File: src/rtl/mem_req_pkg.sv
// Shared types for the memory requester: default widths, control FSM states
// and the store-buffer entry layout.
package mem_req_pkg;
  localparam int MEM_DATA_W = 20;
  localparam int MEM_ADDR_W = 5;

  typedef enum logic {RUN = 1'b0, FLUSH = 1'b1} req_state_t;

  typedef struct packed {
    logic [MEM_ADDR_W-1:0] addr;
    logic [MEM_DATA_W-1:0] data;
  } sb_entry_t;
endpackage

File: src/rtl/mem_store_buf.sv
// Circular store buffer: push at tail, pop at head, plus a youngest-first
// address search used for store-to-load forwarding.
module mem_store_buf
  import mem_req_pkg::*;
#(
  parameter int DEPTH = 2
) (
  input  logic                          clk,
  input  logic                          rstn,
  input  logic                          push,
  input  sb_entry_t                     push_ent,
  input  logic                          pop,
  output sb_entry_t                     head_ent,
  output logic [$clog2(DEPTH):0]        count,
  output logic                          empty,
  output logic                          full,
  input  logic [MEM_ADDR_W-1:0]         match_addr,
  output logic                          match_hit,
  output logic [MEM_DATA_W-1:0]         match_data
);
  localparam int PTR_W = $clog2(DEPTH);
  localparam int CNT_W = PTR_W + 1;

  sb_entry_t        ents [DEPTH];
  logic [PTR_W-1:0] head, tail;

  assign empty    = (count == '0);
  assign full     = (count == CNT_W'(DEPTH));
  assign head_ent = ents[head];

  // DEPTH is a power of two, so pointers wrap by plain truncation.
  always_ff @(posedge clk) begin
    if (!rstn) begin
      head  <= '0;
      tail  <= '0;
      count <= '0;
    end else begin
      if (push) begin
        ents[tail] <= push_ent;
        tail       <= tail + 1'b1;
      end
      if (pop) head <= head + 1'b1;
      count <= count + CNT_W'(push) - CNT_W'(pop);
    end
  end

  // Scan oldest to youngest; the last hit wins, giving youngest-match data.
  always_comb begin
    match_hit  = 1'b0;
    match_data = '0;
    for (int i = 0; i < DEPTH; i++) begin
      if (CNT_W'(i) < count && ents[head + PTR_W'(i)].addr == match_addr) begin
        match_hit  = 1'b1;
        match_data = ents[head + PTR_W'(i)].data;
      end
    end
  end
endmodule

File: src/rtl/mem_requester.sv
// Memory initiator: PC/fetch on the instruction port, loads and buffered stores
// on the data port. Define MEM_REQ_FWD_EN for store-to-load forwarding.
module mem_requester
  import mem_req_pkg::*;
#(
  parameter int DATA_W   = MEM_DATA_W,
  parameter int ADDR_W   = MEM_ADDR_W,
  parameter int SB_DEPTH = 2,
  parameter int RESET_PC = 0
) (
  input  logic              Clock,
  input  logic              Resetn,
  input  logic              f_stall,
  input  logic              f_redirect,
  input  logic [ADDR_W-1:0] f_target,
  output logic [ADDR_W-1:0] f_pc,
  output logic [DATA_W-1:0] f_instr,
  output logic              f_valid,
  input  logic              req_valid,
  input  logic              req_we,
  input  logic [ADDR_W-1:0] req_addr,
  input  logic [DATA_W-1:0] req_wdata,
  output logic              req_ready,
  input  logic              sb_flush,
  output logic              rsp_valid,
  output logic [DATA_W-1:0] rsp_data,
  output logic              sb_empty,
  output logic [ADDR_W-1:0] addr,
  input  logic [DATA_W-1:0] q,
  output logic [ADDR_W-1:0] mem_addr,
  output logic [DATA_W-1:0] data,
  output logic              wr_en,
  input  logic [DATA_W-1:0] q_mem
);
  localparam int CNT_W = $clog2(SB_DEPTH) + 1;

  req_state_t        state;
  sb_entry_t         head_ent, push_ent;
  logic [CNT_W-1:0]  count;
  logic              full, ld_rdy, ld_acc, st_acc, fwd_hit, drain;
  logic [DATA_W-1:0] fwd_data;

  mem_store_buf #(.DEPTH(SB_DEPTH)) u_sb (
    .clk        (Clock),
    .rstn       (Resetn),
    .push       (st_acc),
    .push_ent   (push_ent),
    .pop        (drain),
    .head_ent   (head_ent),
    .count      (count),
    .empty      (sb_empty),
    .full       (full),
    .match_addr (req_addr),
    .match_hit  (fwd_hit),
    .match_data (fwd_data)
  );

  // Without forwarding a load only issues into an empty buffer, so the match
  // search can never hit and loads always read memory.
`ifdef MEM_REQ_FWD_EN
  assign ld_rdy = !full;
`else
  assign ld_rdy = !full && sb_empty;
`endif

  assign req_ready = (state == RUN) && (req_we || ld_rdy);
  assign ld_acc    = req_valid && !req_we && req_ready;
  assign st_acc    = req_valid && req_we && req_ready;
  assign drain     = !sb_empty && !(ld_acc && !fwd_hit);
  assign wr_en     = drain && Resetn;
  assign mem_addr  = (ld_acc && !fwd_hit) ? req_addr : head_ent.addr;
  assign data      = head_ent.data;
  assign addr      = f_pc;
  assign push_ent  = {req_addr, req_wdata};

  always_ff @(posedge Clock) begin
    if (!Resetn) begin
      f_pc    <= ADDR_W'(RESET_PC);
      f_instr <= '0;
      f_valid <= 1'b0;
    end else if (f_redirect || !f_stall) begin
      f_pc    <= f_redirect ? f_target : f_pc + 1'b1;
      f_instr <= q;
      f_valid <= !f_redirect;
    end
  end

  // FLUSH leaves on the edge that pops the final entry (count <= 1 there).
  always_ff @(posedge Clock) begin
    if (!Resetn) begin
      state     <= RUN;
      rsp_valid <= 1'b0;
      rsp_data  <= '0;
    end else begin
      rsp_valid <= ld_acc;
      if (ld_acc) rsp_data <= fwd_hit ? fwd_data : q_mem;
      if (state == RUN) begin
        if (sb_flush && !sb_empty) state <= FLUSH;
      end else if (count <= CNT_W'(1)) begin
        state <= RUN;
      end
    end
  end
endmodule

File: config.mk
export PLATFORM = sky130hd
export DESIGN_NAME = mem_requester
export DESIGN_NICKNAME = d
export VERILOG_FILES = /design/src/rtl/mem_req_pkg.sv /design/src/rtl/mem_store_buf.sv /design/src/rtl/mem_requester.sv
export SDC_FILE = /design/constraint.sdc
export NUM_CORES = 1
export LEC_CHECK = 0
export BUFFER_PORTS_ARGS = -buffer_cell sky130_fd_sc_hd__buf_4
export CAP_MARGIN = 40
export CORE_MARGIN = 3
export CORE_UTILIZATION = 44
export DETAILED_ROUTE_END_ITERATION = 10
export HOLD_SLACK_MARGIN = 0.03
export PLACE_DENSITY = 0.78
export SLEW_MARGIN = 10
export SYNTH_ARGS = -nofsm -noshare
export SYNTH_HDL_FRONTEND = slang
export SYNTH_SLANG_ARGS = --single-unit
File: constraint.sdc
create_clock -name Clock -period 2.2 [get_ports Clock]
set_clock_uncertainty 0.15 [all_clocks]
set_input_delay 0.22 -clock Clock [delete_from_list [all_inputs] [get_ports Clock]]
set_output_delay 0.22 -clock Clock [all_outputs]
set_load 0.005 [all_outputs]
Word-level counts from Yosys, hierarchy flattened
Memory sizes are Yosys's and may differ from the RTL's. A register that Yosys moved wholly into a read port is not among the register bits.
Cells that the tools add are included.
Storage, ports and cells
  register bits after elaboration: 52
  memory bits (writable): 50
  input port bits: 77
  output and inout bits: 80
  logic and storage cells: 59
  memories kept: 1
Memories
  u_sb.ents: words 2, width 25, rd ports 2, clocked after memory_dff 1, write ports 1, RTL line mem_store_buf.sv:24  | sb_entry_t ents [DEPTH];
Operators by class
  add/sub/neg operators: 5
  magnitude comparators: 3
  eq/ne operators: 3
  multiplexer cells: 15
  bitwise gates (word level): 1
  reduce and logical (&&, ||, !) cells: 22
Operators by type and width (number)
  $mux W20: 3
  $logic_and A1 B1 Y1: 12
  $eq A5 B5 Y1: 2
  $mux W1: 10
  $mux W5: 2
  $logic_not A1 Y1: 7
  $add A5 B1 Y5 const B: 1
  $lt A1 B2 Y1 const A: 2
  $add A1 B1 Y1 const B: 2
  $add A2 B1 Y2: 1
  $eq A2 B2 Y1 const B: 1
  $le A2 B1 Y1 const B: 1
  $logic_not A2 Y1: 1
  $logic_or A1 B1 Y1: 2
  $sub A2 B1 Y2: 1
  $not A1 Y1: 1

Logic depth before layout (Yosys ltp)
  word-level depth: 11
  gate-level depth with buffers: 5

Cells and area by module
Synthesis repeated with hierarchy kept, for this count alone.
Second synthesis, totals
  cell total of the unflattened synthesis: 389
  area total of the unflattened synthesis: 4625.7 µm²
By module, submodules not included
  mem_store_buf: times used 1, cells an instance 152, area each 2458.6 µm²
  mem_requester: times used 1, cells an instance 237, area each 2167.1 µm²

Worst setup path after synthesis
Ideal clock, no wire load.
  kind: register to register
  start point: register state
  end point: memory u_sb.ents[0][0] in the netlist's numbering (enable)
  arrival: 1.847 ns
  required time: 1.643 ns
  setup slack: -0.204 ns
  cell stages (with the launch flop): 5
  cells stage by stage: dfxtp_1 and3b_1 clkbuf_1 nand2_1 nor2_1
Between the ends
  word-level cells in the longest chain between the ends: 6
Ends and longest elaborated chain
  from (decl): RTL line mem_requester.sv:37  | req_state_t state;
  from (signal assigned): RTL line mem_requester.sv:91  | state <= RUN;
  from (signal assigned): RTL line mem_requester.sv:98  | if (sb_flush && !sb_empty) state <= FLUSH;
  from (signal assigned): RTL line mem_requester.sv:100  | state <= RUN;
  $not A1 Y1
  $logic_and A1 B1 Y1: RTL line mem_requester.sv:66  | assign req_ready = (state == RUN) && (req_we || ld_rdy);
  $logic_and A1 B1 Y1: RTL line mem_requester.sv:68  | assign st_acc = req_valid && req_we && req_ready;
  named net st_acc: RTL line mem_requester.sv:40  | logic full, ld_rdy, ld_acc, st_acc, fwd_hit, drain;
  $mux W1: RTL line mem_store_buf.sv:38  | if (push) begin
  $mux W1: RTL line mem_store_buf.sv:33  | if (!rstn) begin
  $mux W1 (implied by the code): RTL line mem_store_buf.sv:39  | ents[tail] <= push_ent;
  to (decl): RTL line mem_store_buf.sv:24
The timed path passes the listed nets, and every way through them passes these cells.

Final worst setup path
  start point: register u_sb.count[1]
  end point: output port mem_addr[4]
Between the ends
  word-level cells in the longest chain between the ends: 8
Ends and longest elaborated chain
  from (decl): RTL line mem_store_buf.sv:14  | output logic [$clog2(DEPTH):0] count,
  from (signal assigned): RTL line mem_store_buf.sv:43  | count <= count + CNT_W'(push) - CNT_W'(pop);
  branches (longest 6 deep; another with $lt A1 B2 Y1)
  $logic_and A1 B1 Y1 (*): RTL line mem_requester.sv:71  | assign mem_addr = (ld_acc && !fwd_hit) ? req_addr : head_ent.addr;
  $mux W5 (*): RTL line mem_requester.sv:71
  to (decl): RTL line mem_requester.sv:30  | output logic [ADDR_W-1:0] mem_addr,
Every way passes the cells marked *.

==> reports/qor.csv <==
stage;metric;value;unit
timing;Fin. Hold Viols;0;
yosys;EDFF count, synth;50;
hold_path;hold depth;3;
yosys;Synth Cell Area;3990;um^2
final_layout;Cell Count, Final, Fillers Out;673;
timing;RSZ-0062 raised after global routing;no;
final_layout;register area;2560;um^2
setup_path;Critical path buffers and inverters;1;
hold_path;Tightest Hold Check Type;input port to register;
global_route;pin count of the biggest net entering global routing;26;
place;DP HPWL;6.76;mm
pwr;Power Density;635;nW/um^2
cts;CTS Sinks;103;
die;full die area;10200;um^2
setup_path;cell family with most CP delay;simple AND/OR/NAND/NOR gates;
die;Die Wd;101;um
die;Die Y-Extent;101;um
place;Placed Cells;584;
final_layout;share of cells above drive strength 1;37.9;%
yosys;ys async rst share;0;%
final_layout;Multi-input gate area;1270;um^2
timing;Slew Limit Headroom;52.1;%
die;Ports;157;
drt;final WL;11.2;mm
hold_path;hold path startpoint;sb_flush;
cts;TritonCTS clock tree;built;
cts;clk buf depth;2;
cts;CTS root buffer;clkbuf_8;
pwr;leakage power;2.56;nW
global_route;GR Overflow Total;0;
drt;DR vias/cell;5.08;
cts;H-Tree Depth;3;
final_layout;most frequent cells in the layout;buf_4, dlygate4sd3_1, dfxtp_1;
timing;Setup Total Neg Slack;0;ns
timing;minimum clock period;2.10;ns
place;number of buffers inserted by port buffering;156;
drt;number of remaining DRC errors;0;
drt;drt initial violations;98;
setup_path;Critical Path, Cell by Cell;or4b_4, nor2_4, o21ai_0, buf_4;
final_layout;# fillers;606;
drt;DRT Pass-1 Iters;4;
final_layout;P&R area growth vs syn;54.9;%
yosys;Post-Synthesis Cells;338;
cts;Reg clk slew, reported paths;0.10;ns
yosys;top_reg_cell synth;dfxtp_1;
setup_path;Reg2Reg Depth;5;
final_layout;most common cell after layout, fill and taps aside;buf_4;
global_route;antenna violations before repair;0;
setup_path;slowest stage delay, CP;0.58;ns
cts;CTS Buf Count;9;
die;Initial Util;45.5;%
setup_path;CP max-delay cell;or4b_4;
global_route;global-route wire length before repair;17.3;mm
cts;Clock Latency Late Sink;0.35;ns
die;num rows;34;
pwr;total chip power;3.92;mW
pwr;worst vdd ir;495;uV
timing;Final setup viols;0;
setup_path;worst-path fanout max;6;
drt;routed vias;3420;
drt;antenna viol nets, final;0;
final_layout;n_diodes;0;
setup_path;reg2reg setup slack;0.28;ns
place;GPL Wtd Cong;0.763;
yosys;flip-flop and latch count after synthesis;103;
yosys;Synth cell types;32;
timing;worst-margin pin slew;0.718;ns
timing;Period Utilization, post-route;95.4;%
setup_path;worst r2r src;addr[0];
setup_path;CP required;1.83;ns
final_layout;# nets final;639;
global_route;total global routing track utilization;21.6;%
hold_path;hold endpoint;state;
timing;Final Max Slew Viols;0;
yosys;register area share after synthesis;64.3;%
yosys;syn_nets;417;
yosys;Synth Area per Inst;11.8;um^2
timing;FMAX;0.477;GHz
global_route;vias in the first global route;3538;
yosys;Synth Warn #;0;
setup_path;Arr. time, crit path;1.73;ns
setup_path;critical path type;register to output pin;
setup_path;Worst R2R End;addr[4];
final_layout;final core utilization;70.4;%
setup_path;CP endpoint kind;output pin;
drt;WL/cell;16.6;um
run;max cap viols;0;
setup_path;startpoint types;register;
status;status;finished, final reports clean;
die;core area;8760;um^2
==> tightest hold or removal path: stages <==
cell and delay, ns:
buf_4 0.09, o21ai_0 0.08, nor2_1 0.11
==> Yosys cell counts, types with 3 or more instances <==
| cell type | n | area [um^2] |
|---|---|---|
| a21oi_1 | 41 | 205 |
| buf_2 | 4 | 20.0 |
| buf_4 | 7 | 52.6 |
| clkbuf_1 | 14 | 52.6 |
| dfxtp_1 | 53 | 1060 |
| edfxtp_1 | 50 | 1500 |
| inv_1 | 3 | 11.3 |
| mux2_2 | 21 | 236 |
| mux2i_1 | 7 | 70.1 |
| nand2_1 | 42 | 158 |
| nand2b_1 | 5 | 31.3 |
| nand3_1 | 25 | 125 |
| nor2_1 | 13 | 48.8 |
| o211a_1 | 3 | 30.0 |
| o21ai_0 | 7 | 35.0 |
| o21ai_1 | 10 | 50.1 |
| o21ai_2 | 9 | 78.8 |
| xnor2_1 | 5 | 43.8 |
==> registers in the layout, summed over array words and instances (netlist names), 2 cells and up, named ones only <==
signal / count
rsp_data: 20
addr: 5
f_instr: 20
u_sb.ents: 50
u_sb.count: 2
==> cells by family after synthesis <==
kind of cell               count (synthesis)  synth area share (%)
adders and majority gates                  2                 0.628
and+or+nand+nor                           95                  11.5
DFF                                      103                  64.3
buffers and inverters                     32                  4.18
muxes                                     28                  7.69
xor gates and xnor gates                   7                  1.54
AOI/OAI and AO/OA                         71                  10.2
==> through the flow <==
step / area [um^2] / setup slack [ns] / hold WS [ns]
after floorplan: 3990 / 0.203 / 0.169
after global placement: 5240 / 0.315 / 0.255
after detailed placement: 5240 / 0.282 / 0.259
after CTS: 6170 / 0.00742 / 0.0315
after global routing: 6170 / 0.0294 / 0.0452
final: 6170 / 0.102 / 0.0379
==> final cells by class <==
type / count / share of cell area [%]
well taps: 108 / 2.19
flip-flops and latches: 103 / 41.5
repair buffers: 239 / 32.4
multi-input cells: 203 / 20.5
inverters: 4 / 0.243
clock inverters: 7 / 1.11
clock buffers: 9 / 2.01
==> where the power goes <==
part           internal, mW  switching [mW]  leakage (nW)
sequential             2.08          0.0425         0.890
combinational         0.366           0.252          1.57
clock                 0.530           0.645        0.0995
total                  2.98           0.939          2.56
==> routing by layer <==
metal,up-vias,routed length (um),GRT usage [%]
li1,1630,-,-
met1,1637,4440,25.4
met2,136,5590,38.0
met3,17,950,5.99
met4,0,185,7.36
met5,-,0,0
==> timing repair <==
item / in CTS / in global routing
pin swaps: 0 / 0
gates resized for setup: 1 / 1
setup buffers: 0 / 0
hold endpoints to repair: 97 / 0
hold buffers: 73 / 0
setup endpoints to repair: 5 / 5
==> worst max-delay path by stage <==
stage	from	slack, ns	end	cells past startpoint
after floorplan	state	0.20	u_sb.ents[0][0]	4
after global placement	u_sb.count[1]	0.32	mem_addr[4]	4
after detailed placement	u_sb.count[1]	0.28	mem_addr[2]	4
after CTS	u_sb.count[1]	0.007	mem_addr[4]	4
after global routing	u_sb.count[1]	0.03	mem_addr[1]	4
final	u_sb.count[1]	0.10	mem_addr[4]	4
(Power assumes the default switching activity.)
